## config.mk

```make
export PLATFORM = sky130hd
export DESIGN_NAME = pwm_output_controller
export DESIGN_NICKNAME = d
export VERILOG_FILES = /design/src/rtl/pwm_pkg.sv /design/src/rtl/pwm_timebase.sv /design/src/rtl/pwm_output_controller.sv
export SDC_FILE = /design/constraint.sdc
export NUM_CORES = 1
export LEC_CHECK = 0
export ABC_AREA = 1
export BUFFER_PORTS_ARGS = -buffer_cell sky130_fd_sc_hd__buf_2
export CAP_MARGIN = 20
export CORE_MARGIN = 4
export CORE_UTILIZATION = 25
export DETAILED_ROUTE_END_ITERATION = 12
export REMOVE_ABC_BUFFERS = 1
export SYNTH_ARGS = -nofsm -noshare
export SYNTH_HDL_FRONTEND = slang
export SYNTH_SLANG_ARGS = --single-unit
```

## constraint.sdc

```tcl
create_clock -name clk -period 4.2 [get_ports clk]
set_clock_uncertainty 0.05 [all_clocks]
set_input_delay 0.63 -clock clk [delete_from_list [all_inputs] [get_ports clk]]
set_output_delay 0.63 -clock clk [all_outputs]
set_load 0.02 [all_outputs]
```

## src/rtl/pwm_pkg.sv

```systemverilog
// -----------------------------------------------------------------------------
// pwm_pkg
// Shared constants, the controller state type and small helper functions for
// the PWM output controller.
//   NUM_CH       : number of output channels
//   STEP_W       : width of the PWM step counter / duty value
//   DUTY_FULL    : duty code that means "always high"
//   STAGGER_STEP : per-channel phase offset (in steps) when staggering is built
// -----------------------------------------------------------------------------
package pwm_pkg;

  localparam int             NUM_CH       = 16;
  localparam int             STEP_W       = 8;
  localparam logic [7:0]     DUTY_FULL    = 8'hFF;
  localparam logic [7:0]     STAGGER_STEP = 8'd16;

  typedef enum logic {
    IDLE = 1'b0,
    RUN  = 1'b1
  } state_e;

  // Full-scale duty is forced high so 0xFF means 100 %, not 255/256.
  function automatic logic pwm_compare(input logic [STEP_W-1:0] phase,
                                       input logic [STEP_W-1:0] duty);
    logic result;
    if (duty == DUTY_FULL) begin
      result = 1'b1;
    end else begin
      result = (phase < duty);
    end
    return result;
  endfunction

  // Channel phase when staggering: step + 16*ch, wrapping modulo 256.
  function automatic logic [STEP_W-1:0] stagger_phase(input logic [STEP_W-1:0] step,
                                                      input int                ch);
    logic [STEP_W-1:0] offset;
    offset = 8'(int'(STAGGER_STEP) * ch);
    return step + offset;
  endfunction

endpackage

```

## src/rtl/pwm_timebase.sv

```systemverilog
// -----------------------------------------------------------------------------
// pwm_timebase
// PWM timebase: a prescaler counting 0..PRESCALE-1 and an 8-bit step counter
// that advances once per prescaler wrap. Both are held at zero while run is low.
// Ports:
//   clk      in  system clock
//   rst_n    in  synchronous active-low reset
//   run      in  count enable (controller in RUN state)
//   step     out current PWM step 0..255
//   boundary out high on the last clock of a period (step 255, prescaler last)
// -----------------------------------------------------------------------------
module pwm_timebase
  import pwm_pkg::*;
#(
  parameter int PRESCALE   = 13,
  parameter int PRESCALE_W = 16
) (
  input  logic              clk,
  input  logic              rst_n,
  input  logic              run,
  output logic [STEP_W-1:0] step,
  output logic              boundary
);

  localparam logic [PRESCALE_W-1:0] PRESC_LAST = PRESCALE_W'(PRESCALE - 1);

  logic [PRESCALE_W-1:0] r_presc;
  logic [STEP_W-1:0]     r_step;
  logic                  w_presc_last;

  assign w_presc_last = (r_presc == PRESC_LAST);
  assign boundary     = run && w_presc_last && (r_step == 8'hFF);
  assign step         = r_step;

  // Prescaler and step counter; step wraps 255 -> 0 naturally.
  always_ff @(posedge clk) begin
    if (!rst_n) begin
      r_presc <= '0;
      r_step  <= 8'h00;
    end else if (!run) begin
      r_presc <= '0;
      r_step  <= 8'h00;
    end else if (w_presc_last) begin
      r_presc <= '0;
      r_step  <= r_step + 8'd1;
    end else begin
      r_presc <= r_presc + PRESCALE_W'(1);
      r_step  <= r_step;
    end
  end

endmodule

```

## src/rtl/pwm_output_controller.sv

```systemverilog
// -----------------------------------------------------------------------------
// pwm_output_controller
// Drives 16 output pins from the SPI config registers: static enables, a
// per-channel PWM select and one shared 8-bit duty value. Config is shadowed
// every cycle while IDLE and only at period boundaries while RUN, so register
// writes never glitch an output mid-period.
// Build option: PWM_PHASE_STAGGER_EN -- when defined, channel i compares the
// duty against (step + 16*i) mod 256 to spread edges; default is phase-aligned.
// Ports:
//   clk              in   system clock
//   rst_n            in   synchronous active-low reset
//   en_reg_out_7_0   in   static output enables, ch 7..0
//   en_reg_out_15_8  in   static output enables, ch 15..8
//   en_reg_pwm_7_0   in   PWM select, ch 7..0
//   en_reg_pwm_15_8  in   PWM select, ch 15..8
//   pwm_duty_cycle   in   shared duty value
//   out              out  channel outputs, registered
//   running          out  high in RUN state
//   period_tick      out  one-cycle pulse after the last cycle of a period
// -----------------------------------------------------------------------------
module pwm_output_controller
  import pwm_pkg::*;
#(
  parameter int PRESCALE   = 13,
  parameter int PRESCALE_W = 16
) (
  input  logic        clk,
  input  logic        rst_n,
  input  logic [7:0]  en_reg_out_7_0,
  input  logic [7:0]  en_reg_out_15_8,
  input  logic [7:0]  en_reg_pwm_7_0,
  input  logic [7:0]  en_reg_pwm_15_8,
  input  logic [7:0]  pwm_duty_cycle,
  output logic [15:0] out,
  output logic        running,
  output logic        period_tick
);

  logic [NUM_CH-1:0] w_en_out_in;
  logic [NUM_CH-1:0] w_en_pwm_in;
  logic [STEP_W-1:0] w_step;
  logic              w_boundary;
  logic              w_run;
  logic [NUM_CH-1:0] w_pwm_raw;
  logic [NUM_CH-1:0] w_out_next;

  state_e            r_state;
  logic [NUM_CH-1:0] r_en_out_sh;
  logic [NUM_CH-1:0] r_en_pwm_sh;
  logic [STEP_W-1:0] r_duty_sh;
  logic [NUM_CH-1:0] r_out;
  logic              r_running;
  logic              r_period_tick;

  assign w_en_out_in = {en_reg_out_15_8, en_reg_out_7_0};
  assign w_en_pwm_in = {en_reg_pwm_15_8, en_reg_pwm_7_0};
  assign w_run       = (r_state == RUN);

  pwm_timebase #(
    .PRESCALE   (PRESCALE),
    .PRESCALE_W (PRESCALE_W)
  ) u_timebase (
    .clk      (clk),
    .rst_n    (rst_n),
    .run      (w_run),
    .step     (w_step),
    .boundary (w_boundary)
  );

  // Per-channel compare against the (optionally staggered) step.
  for (genvar g = 0; g < NUM_CH; g++) begin : g_ch
    logic [STEP_W-1:0] w_phase;
`ifdef PWM_PHASE_STAGGER_EN
    assign w_phase = stagger_phase(w_step, g);
`else
    assign w_phase = w_step;
`endif
    assign w_pwm_raw[g] = pwm_compare(w_phase, r_duty_sh);
  end

  // Enabled channels follow PWM if selected, else are static high.
  assign w_out_next = r_en_out_sh & (~r_en_pwm_sh | w_pwm_raw);

  // Controller FSM, config shadows and registered outputs.
  always_ff @(posedge clk) begin
    if (!rst_n) begin
      r_state       <= IDLE;
      r_en_out_sh   <= 16'h0000;
      r_en_pwm_sh   <= 16'h0000;
      r_duty_sh     <= 8'h00;
      r_out         <= 16'h0000;
      r_running     <= 1'b0;
      r_period_tick <= 1'b0;
    end else begin
      r_out         <= w_out_next;
      r_period_tick <= w_boundary;
      case (r_state)
        IDLE: begin
          r_en_out_sh <= w_en_out_in;
          r_en_pwm_sh <= w_en_pwm_in;
          r_duty_sh   <= pwm_duty_cycle;
          // Start decision uses the already-shadowed enables.
          if (r_en_out_sh != 16'h0000) begin
            r_state   <= RUN;
            r_running <= 1'b1;
          end else begin
            r_state   <= IDLE;
            r_running <= 1'b0;
          end
        end
        RUN: begin
          if (w_boundary) begin
            r_en_out_sh <= w_en_out_in;
            r_en_pwm_sh <= w_en_pwm_in;
            r_duty_sh   <= pwm_duty_cycle;
            // Stop decision uses the value being loaded now.
            if (w_en_out_in == 16'h0000) begin
              r_state   <= IDLE;
              r_running <= 1'b0;
            end else begin
              r_state   <= RUN;
              r_running <= 1'b1;
            end
          end else begin
            r_state   <= RUN;
            r_running <= 1'b1;
          end
        end
        default: begin
          r_state   <= IDLE;
          r_running <= 1'b0;
        end
      endcase
    end
  end

  assign out         = r_out;
  assign running     = r_running;
  assign period_tick = r_period_tick;

endmodule

```

Yosys cells after proc, flatten, opt, wreduce, memory -nomap -nowiden
Index checks and enable logic that the tools add are counted.
W data, S select, Z words.
{"block": "word_totals", "ff_bits": 82, "inputBits": 42, "out_inout_bits": 18, "word_cells": 37}
{"block": "classes", "n_addsub": 2, "n_lt_le_gt_ge": 1, "n_eq_ne": 4, "n_mux": 11, "n_bitwise": 5, "reduce_logical": 6}
{"operator": "$pmux W16 S2", "count": 2}
{"operator": "$mux W16", "count": 2}
{"operator": "$add A16 B1 Y16 const B", "count": 1}
{"operator": "$and A16 B16 Y16", "count": 1}
{"operator": "$eq A16 B4 Y1 const B", "count": 1}
{"operator": "$eq A8 B8 Y1 const B", "count": 2}
{"operator": "$logic_not A16 Y1", "count": 1}
{"operator": "$not A16 Y16", "count": 1}
{"operator": "$or A16 B16 Y16", "count": 1}
{"operator": "$pmux W8 S2", "count": 1}
{"operator": "$reduce_bool A16 Y1", "count": 1}
{"operator": "$add A8 B1 Y8 const B", "count": 1}
{"operator": "$lt A8 B8 Y1", "count": 1}
{"operator": "$mux W8", "count": 1}
{"operator": "$mux W1", "count": 4}
{"operator": "$reduce_or A3 Y1", "count": 1}
{"operator": "$logic_and A1 B1 Y1", "count": 2}
{"operator": "$ne A2 B2 Y1 const B", "count": 1}
{"operator": "$not A1 Y1", "count": 2}
{"operator": "$pmux W1 S2", "count": 1}
{"operator": "$reduce_and A2 Y1", "count": 1}

Logic depth before layout (Yosys ltp)
Gate-level depths: netlist of run 1.
{"block": "depth", "depth_word": 5, "mapped_depth": 12, "ltp_nobuf": 11}

By module
From an unflattened synthesis of run 1, not the netlist that was laid out.
{"block": "hier_totals", "cells_unflattened": 536, "area_unflattened_um2": 3813.7}
{"mod": "pwm_output_controller", "n_inst": 1, "cells_each": 328, "area_each_um2": 2447.3, "seq_area_each_um2": 1161.1}
{"mod": "pwm_timebase", "n_inst": 1, "cells_each": 208, "area_each_um2": 1366.3, "seq_area_each_um2": 480.5}

Worst setup path before layout of run 1
No wires, ideal clock.
{"block": "synth_path", "path_type": "reg2reg", "from": "register u_timebase.r_step[1], in the netlist u_timebase.step[1]", "to": "register r_en_pwm_sh[9]", "setup_ps": 113, "arrival_time_ps": 1512, "t_required_ps": 4037, "slack_ps": 2526, "stages_incl_launch_ff": 10, "path_buffers": 1, "period_less_slack_ps": 1674, "path_cell_list": "dfxtp_1 > ha_1 > nand2_2 > nor2_4 > nand4_2 > o21ai_4 > buf_6 > nand2_1 > nand2_1 > nor2_1"}
{"block": "synth_between", "elab_chain_cells": 3}
{"element": "from (decl)", "line_no": "pwm_timebase.sv:28", "text": "logic [STEP_W-1:0] r_step;"}
{"element": "from (signal assigned)", "line_no": "pwm_timebase.sv:45", "text": "r_step <= r_step + 8'd1;"}
{"element": "from (signal assigned)", "line_no": "pwm_timebase.sv:48", "text": "r_step <= r_step;"}
{"element": "$eq A8 B8 Y1", "line_no": "pwm_timebase.sv:32", "text": "assign boundary = run && w_presc_last && (r_step == 8'hFF);"}
{"element": "$logic_and A1 B1 Y1", "line_no": "pwm_timebase.sv:32"}
{"element": "$ne A2 B2 Y1 (no line)"}
{"element": "to (signal assigned)", "line_no": "pwm_output_controller.sv:100", "text": "r_en_pwm_sh <= w_en_pwm_in;"}
{"element": "to (signal assigned)", "line_no": "pwm_output_controller.sv:114", "text": "r_en_pwm_sh <= w_en_pwm_in;"}
{"element": "to (decl)", "line_no": "pwm_output_controller.sv:49", "text": "logic [NUM_CH-1:0] r_en_pwm_sh;"}
No other way between the ends.
A chain may end at the register's enable or synchronous reset.

Worst setup path after layout of run 1
{"block": "layout_path", "from": "register u_timebase.r_step[1], in the netlist u_timebase.step[1]", "to": "register r_en_out_sh[11]"}
{"block": "layout_between", "elab_chain_cells": 3}
{"element": "$eq A8 B8 Y1", "line_no": "pwm_timebase.sv:32"}
{"element": "$logic_and A1 B1 Y1", "line_no": "pwm_timebase.sv:32"}
{"element": "$ne A2 B2 Y1 (no line)"}
{"element": "to (signal assigned)", "line_no": "pwm_output_controller.sv:99", "text": "r_en_out_sh <= w_en_out_in;"}
{"element": "to (signal assigned)", "line_no": "pwm_output_controller.sv:113", "text": "r_en_out_sh <= w_en_out_in;"}
{"element": "to (decl)", "line_no": "pwm_output_controller.sv:48", "text": "logic [NUM_CH-1:0] r_en_out_sh;"}
No other way between the ends.

==> results of run 1 <==
[placed cells by master (no fill, tap or decap), drive strengths merged]
cell type,netlist,layout
nand3,28,28
xnor2,2,2
ha,10,10
nand2,177,177
o21ai,5,5
nor4,2,2
nor2,124,124
a21oi,18,18
xor2,6,6
nand4,13,13
clkbuf,4,10
bufinv,0,1
buf,14,62
dfxtp,82,82
nor3,12,12
inv,108,108
or2,3,3
clkinv,0,3
[final cells by class]
class	instances	share of cell area
multi-input combinational	400	0.382
tap	211	0.0562
inverter	108	0.0863
timing repair buffer	62	0.0676
clock buffer	10	0.0487
sequential	82	0.349
clock inverter	4	0.00959
[sequential cells by signal, indices dropped and copies added, names as in the netlist]
signal and count:
out 16, r_en_out_sh 16, r_en_pwm_sh 16, u_timebase.r_presc 16, r_duty_sh 8, u_timebase.step 8
period_tick 1, running 1
[metal layers]
| metal | share of wire | vias up | global-route usage |
|---|---|---|---|
| met5 | 0 | - | 0 |
| met4 | 0.020 | 0 | 0.0464 |
| met3 | 0.035 | 13 | 0.0244 |
| met2 | 0.45 | 54 | 0.164 |
| met1 | 0.50 | 1517 | 0.123 |
| li1 | - | 1916 | - |
[kinds of logic (layout without fill, tap and decap cells)]
family	Yosys count	in the layout	share of synthesized area
xor+xnor	8	8	0.0176
compound gates	23	23	0.0317
fa+ha+maj	10	10	0.0314
buf+inv	126	184	0.138
simple gates	359	359	0.370
flops	82	82	0.412
[worst paths after layout]
kind,startpoint,end
worst max register to register,u_timebase.step[1],r_en_out_sh[11]
worst min-delay path,u_timebase.r_presc[0],u_timebase.r_presc[0]
worst min register to register,u_timebase.r_presc[0],u_timebase.r_presc[0]
worst max-delay path,u_timebase.step[1],r_en_out_sh[11]
[worst max-delay path, cell delays in order, from the launching register on]
cell,delay [ns]
sky130_fd_sc_hd__dfxtp_1,0.39
sky130_fd_sc_hd__ha_1,0.22
sky130_fd_sc_hd__nand2_2,0.09
sky130_fd_sc_hd__nor2_4,0.11
sky130_fd_sc_hd__nand4_2,0.11
sky130_fd_sc_hd__o21ai_4,0.71
sky130_fd_sc_hd__buf_4,0.43
sky130_fd_sc_hd__nand2_1,0.08
sky130_fd_sc_hd__nand2_1,0.07
sky130_fd_sc_hd__nor2_1,0.05
[power groups by stage]
stage                     Clock [mW]  Sequential [mW]  Combinational, mW
final                          0.742            0.836              0.159
after CTS                      0.764            0.836              0.163
after global placement             0            0.852              0.162
after global routing           0.800            0.840              0.188
after floorplan                    0            0.859             0.0928
after detailed placement           0            0.853              0.163
[metrics by stage]
stage / std cells / setup WS, ns / hold WS, ns / utilization
after floorplan: 590 / 1.94 / 0.380 / -
after global placement: 863 / 1.76 / 0.400 / 0.287
after detailed placement: 863 / 1.71 / 0.406 / 0.287
after CTS: 877 / 1.70 / 0.419 / 0.305
after global routing: 877 / 1.43 / 0.442 / 0.305
final: 877 / 1.76 / 0.413 / 0.305
==> flow_summary.ini, run 1 <==
[status]
result_of_the_run = finished clean

[sta]
slew_violations = 0
post-route-period-util = 0.580
finalSetupViolCount = 0
final_hold_viol_count = 0
measured_slew_at_the_worst_slew_check_pin_ns = 0.855
period_minus_slack_ns = 2.44
grt_setup_unrepaired = no
slew_headroom = 0.428
finalSetupTns_ns = 0
max_freq_mhz = 410

[clock_network]
cts.htree.levels = 3
clock_sink_count = 82
postCtsSetupBuffers = 0
clockBufferDepth = 2
post_cts_resized = 0
clk_latency_ns = 0.33
root_cell_of_the_clock_tree = sky130_fd_sc_hd__clkbuf_16
total_clock_buffers_created_by_cts = 9
clkTransAtPathRegs_ns = 0.06
cts_hold_buffers = 0
clock_tree_from_tritoncts = yes

[floorplanning]
num_rows = 45
io_pins = 60
core_sq_mm = 0.0154
fp.dieH_microns = 134
initial_utilization = 0.258
die_area_sq_mm = 0.0180
chipWidth_microns = 134

[layout]
final_design_area_no_fill_sq_mm = 0.00470
area_taken_by_multi_input_logic_gates_sq_mm = 0.00180
nNetsFinal = 715
regArea_sq_mm = 0.00164
final_layout_size_suffix_gt1_frac = 0.129
areaGrowthSynthToFinish_pct = 17.8
antenna-diode-count = 0
final.fill_count = 1747

[power_and_ir_drop]
design_power_mw = 1.74
leakagePower_nw = 2.46
p_int_mw = 1.33
power_switching_share = 0.236
power_switching_mw = 0.410
p_clk_frac = 0.427
ir_drop_v = 0.000216
power_frac_comb = 0.092
seqPwrFrac = 0.481
powerDensity_mw_per_mm2 = 370

[placed_design]
io_buffers = 59
placement.cell_area_sq_mm = 0.00442
hpwlAfterDp_mm = 6.28
globalplace.congestion = 0.779

[logic_synthesis]
number_of_synthesized_register_bits = 82
top_area_cells_in_the_synthesized_netlist = sky130_fd_sc_hd__dfxtp_1, sky130_fd_sc_hd__nand2_1, sky130_fd_sc_hd__nor2_1
mappedNetlistArea_sq_mm = 0.00399
count_of_flip_flops_with_a_built_in_enable_after_synthesis = 0
synth_most_common_cell = sky130_fd_sc_hd__nand2_1
synthesis.yosys.warnings = 0
synth.distinct_cells = 25
library_cell_with_the_largest_summed_area_after_synthesis = sky130_fd_sc_hd__dfxtp_1
synth.avg_cell_area_sq_um = 6.56
ys_seq_area_frac = 0.412
synthCells = 608
synth.cells.most_frequent = sky130_fd_sc_hd__nand2_1, sky130_fd_sc_hd__nor2_1, sky130_fd_sc_hd__inv_1
postSynth.asyncResetShare = 0
dominantRegCellSynth = sky130_fd_sc_hd__dfxtp_1
synth_top_area_share = 0.412

[routing]
detail_route.drc_violations = 0
route.antenna.remaining_nets = 0
vias_per_cell = 3.99
drt-initial-drc-count = 180
drt_pre_antenna_iters = 4
finalWirelength_mm = 8.48
detail_route.wl_per_cell_microns = 9.67
number_of_vias_after_detailed_routing = 3500

[critical_path]
arrival_time_worst_endpoint_ns = 2.62
cp_max_fo = 37
startpoint_type = flop
timing.reg2reg.worst_path_depth = 9
endpoint_kind = flop
critical_path_required_ns = 4.38
register_to_register_path_setup_slack_ns = 1.76
timing.setup.critical_path_class = flop to flop

[hold_path]
hold_path_class = flop to flop
hold_path_depth = 1

[global_route]
grt_antenna_before_repair = 0
grt_start_max_net_pins = 61
number_of_global_route_vias_before_repair = 3354
grt.overflow.total = 0
grt_pass1_wl_mm = 14.8
grt_util_all_layers = 0.0998

[run]
maxCapViolCount = 0
Power figures use the tool's default switching activity.
==> inputs of run 2 (changes only) <==
--- a/config.mk
+++ b/config.mk
@@ -5,7 +5,7 @@
 export SDC_FILE = /design/constraint.sdc
 export NUM_CORES = 1
 export LEC_CHECK = 0
-export ABC_AREA = 1
+export ABC_AREA = 0
 export BUFFER_PORTS_ARGS = -buffer_cell sky130_fd_sc_hd__buf_2
 export CAP_MARGIN = 20
 export CORE_MARGIN = 4
==> constraint.sdc (replaced) <==
create_clock -name clk -period 2 [get_ports clk]
set_clock_uncertainty 0.05 [all_clocks]
set_input_delay 0.3 -clock clk [delete_from_list [all_inputs] [get_ports clk]]
set_output_delay 0.3 -clock clk [all_outputs]
set_load 0.02 [all_outputs]
==> run 2 against run 1 <==
Compared with the run above:
- flip-flop and latch count did not move
- global-route usage rose by 0.60 points
- design area rose by 0.32%
- maximum frequency rose by 28%
- highest routed layer unchanged
- via count fell by 7.6%
- clock power rose by 110%
- sequential share of layout area fell by 0.058 points
- final cell count fell by 20%
- setup slack got worse by 1.7 ns
- register-to-register slack got worse by 1.7 ns
- clock-buffer cell count rose by 1
==> flow_summary.ini, run 2 <==
[placed_design]
hpwlAfterDp_mm = 6.71
globalplace.congestion = 0.794
placed_cells = 684
io_buffers = 59
placement.cell_area_sq_mm = 0.00440

[power_and_ir_drop]
leakagePower_nw = 2.09
ir_drop_v = 0.000457
powerDensity_mw_per_mm2 = 782

[logic_synthesis]
synth.cells.most_frequent = sky130_fd_sc_hd__nand2_1, sky130_fd_sc_hd__dfxtp_1, sky130_fd_sc_hd__mux2i_1
synth.avg_cell_area_sq_um = 9.28
synth_top_area_share = 0.420
number_of_synthesized_register_bits = 82
synth.distinct_cells = 43
count_of_flip_flops_with_a_built_in_enable_after_synthesis = 0
library_cell_with_the_largest_summed_area_after_synthesis = sky130_fd_sc_hd__dfxtp_1
synthesis.yosys.warnings = 0
postSynth.asyncResetShare = 0
synth_most_common_cell = sky130_fd_sc_hd__nand2_1
mappedNetlistArea_sq_mm = 0.00391
dominantRegCellSynth = sky130_fd_sc_hd__dfxtp_1
top_area_cells_in_the_synthesized_netlist = sky130_fd_sc_hd__dfxtp_1, sky130_fd_sc_hd__mux2i_1, sky130_fd_sc_hd__nand2_1
ys_seq_area_frac = 0.420
synthCells = 421

[global_route]
number_of_global_route_vias_before_repair = 3246
grt_antenna_before_repair = 0
grt.overflow.total = 0
grt_start_max_net_pins = 33
grt_pass1_wl_mm = 15.5
grt_util_all_layers = 0.106

[hold_path]
hold_path_class = input port to flop

[clock_network]
clock_tree_from_tritoncts = yes
clockBufferDepth = 2
postCtsSetupBuffers = 0
clkTransAtPathRegs_ns = 0.06
root_cell_of_the_clock_tree = sky130_fd_sc_hd__clkbuf_16
clock_sink_count = 82
cts_hold_buffers = 0
total_clock_buffers_created_by_cts = 9
post_cts_resized = 0
clk_latency_ns = 0.33
cts.htree.levels = 3

[layout]
regArea_sq_mm = 0.00164
final_design_area_no_fill_sq_mm = 0.00471
mostFrequentLayoutCell = sky130_fd_sc_hd__nand2_1
nNetsFinal = 537
areaGrowthSynthToFinish_pct = 20.6
area_taken_by_multi_input_logic_gates_sq_mm = 0.00200
layoutNonFillerInstCount = 701
layout.cells.most_common_list = sky130_fd_sc_hd__nand2_1, sky130_fd_sc_hd__dfxtp_1, sky130_fd_sc_hd__buf_2
final_layout_size_suffix_gt1_frac = 0.247
antenna-diode-count = 0
final.fill_count = 1598

[routing]
route.antenna.remaining_nets = 0
number_of_vias_after_detailed_routing = 3233
finalWirelength_mm = 9.23
detail_route.wl_per_cell_microns = 13.2
detail_route.drc_violations = 0
drt-initial-drc-count = 119
drt_pre_antenna_iters = 5
vias_per_cell = 4.61

[critical_path]
endpoint_kind = flop
arrival_time_worst_endpoint_ns = 2.09
startpoint_type = flop
cp_cell_sequence = ha_1, a21o_1, a221o_1, buf_6, and3_1, a311oi_1
timing.critical_path.buf_inv = 1
critical_path_required_ns = 2.19
critPathSlowestCell = sky130_fd_sc_hd__a221o_1
critical_path.top_delay_family = compound AO/OA/AOI/OAI gates
cp_max_fo = 8
max_stage_delay_ns = 0.36
timing.setup.critical_path_class = flop to flop

[sta]
period_minus_slack_ns = 1.90
final_hold_viol_count = 0
hold-worst-slack_ns = 0.155
slew_violations = 0
max_freq_mhz = 525
finalSetupViolCount = 0
post-route-period-util = 0.952
slew_headroom = 0.621
measured_slew_at_the_worst_slew_check_pin_ns = 0.564

[floorplanning]
die_area_sq_mm = 0.0177
initial_utilization = 0.256
core_sq_mm = 0.0153
io_pins = 60
chipWidth_microns = 133
fp.dieH_microns = 133
num_rows = 45

[run]
maxCapViolCount = 0

[status]
result_of_the_run = finished clean
-- run 2: cells by family after synthesis --
| group | Yosys count | synth area share |
|---|---|---|
| and+or+nand+nor | 200 | 0.254 |
| AOI/OAI and AO/OA | 33 | 0.0778 |
| buffers and inverters | 39 | 0.0727 |
| DFF | 82 | 0.420 |
| muxes | 45 | 0.116 |
| adders and majority gates | 10 | 0.0320 |
| xor gates and xnor gates | 12 | 0.0269 |
-- run 2: path summary, 6_finish.rpt --
path                           start              to  slack, ns  cells past startpoint
setup / recovery  u_timebase.step[6]          out[2]        0.1                      6
hold / removal     en_reg_pwm_7_0[6]  r_en_pwm_sh[6]       0.15                      3
setup reg to reg  u_timebase.step[6]          out[2]        0.1                      6
hold reg to reg       r_en_pwm_sh[9]  r_en_pwm_sh[9]       0.42                      2
-- run 2: report_power, final --
| part | total [mW] | leakage, nW | switching [mW] | internal (mW) |
|---|---|---|---|---|
| combinational | 0.386 | 1.27 | 0.222 | 0.164 |
| sequential | 1.75 | 0.672 | 0.0439 | 1.71 |
| clock | 1.55 | 0.145 | 0.644 | 0.902 |
| total | 3.68 | 2.09 | 0.910 | 2.77 |
-- run 2: per-stage QoR --
| stage | utilization | TNS (ns) | power, mW | setup slack [ns] |
|---|---|---|---|---|
| after global routing | 0.309 | -0.0113 | 3.85 | -0.0113 |
| after detailed placement | 0.288 | 0 | 2.17 | 0.0376 |
| after CTS | 0.307 | 0 | 3.73 | 0.0235 |
| after global placement | 0.288 | 0 | 2.16 | 0.114 |
| final | 0.309 | 0 | 3.69 | 0.0953 |
| after floorplan | - | -28.67 | 1.99 | -0.717 |
-- run 2: metal layers --
metal,global-route usage,vias to the layer above,share of wire
met3,0.0190,21,0.038
met1,0.137,1533,0.47
met2,0.170,69,0.46
met5,0,-,0
met4,0.0520,0,0.031
li1,-,1610,-
-- run 2: final cells by class --
class / count / area share
Multi-Input combinational cell: 301 / 0.425
Sequential cell: 82 / 0.349
Timing Repair Buffer: 78 / 0.0998
Tap cell: 211 / 0.0560
Clock buffer: 11 / 0.0536
Inverter: 13 / 0.0104
Clock inverter: 5 / 0.00611
-- run 2: worst min-delay path, stage by stage --
cell and delay [ns]:
sky130_fd_sc_hd__buf_2 0.10, sky130_fd_sc_hd__nand2_1 0.04, sky130_fd_sc_hd__mux2i_1 0.05
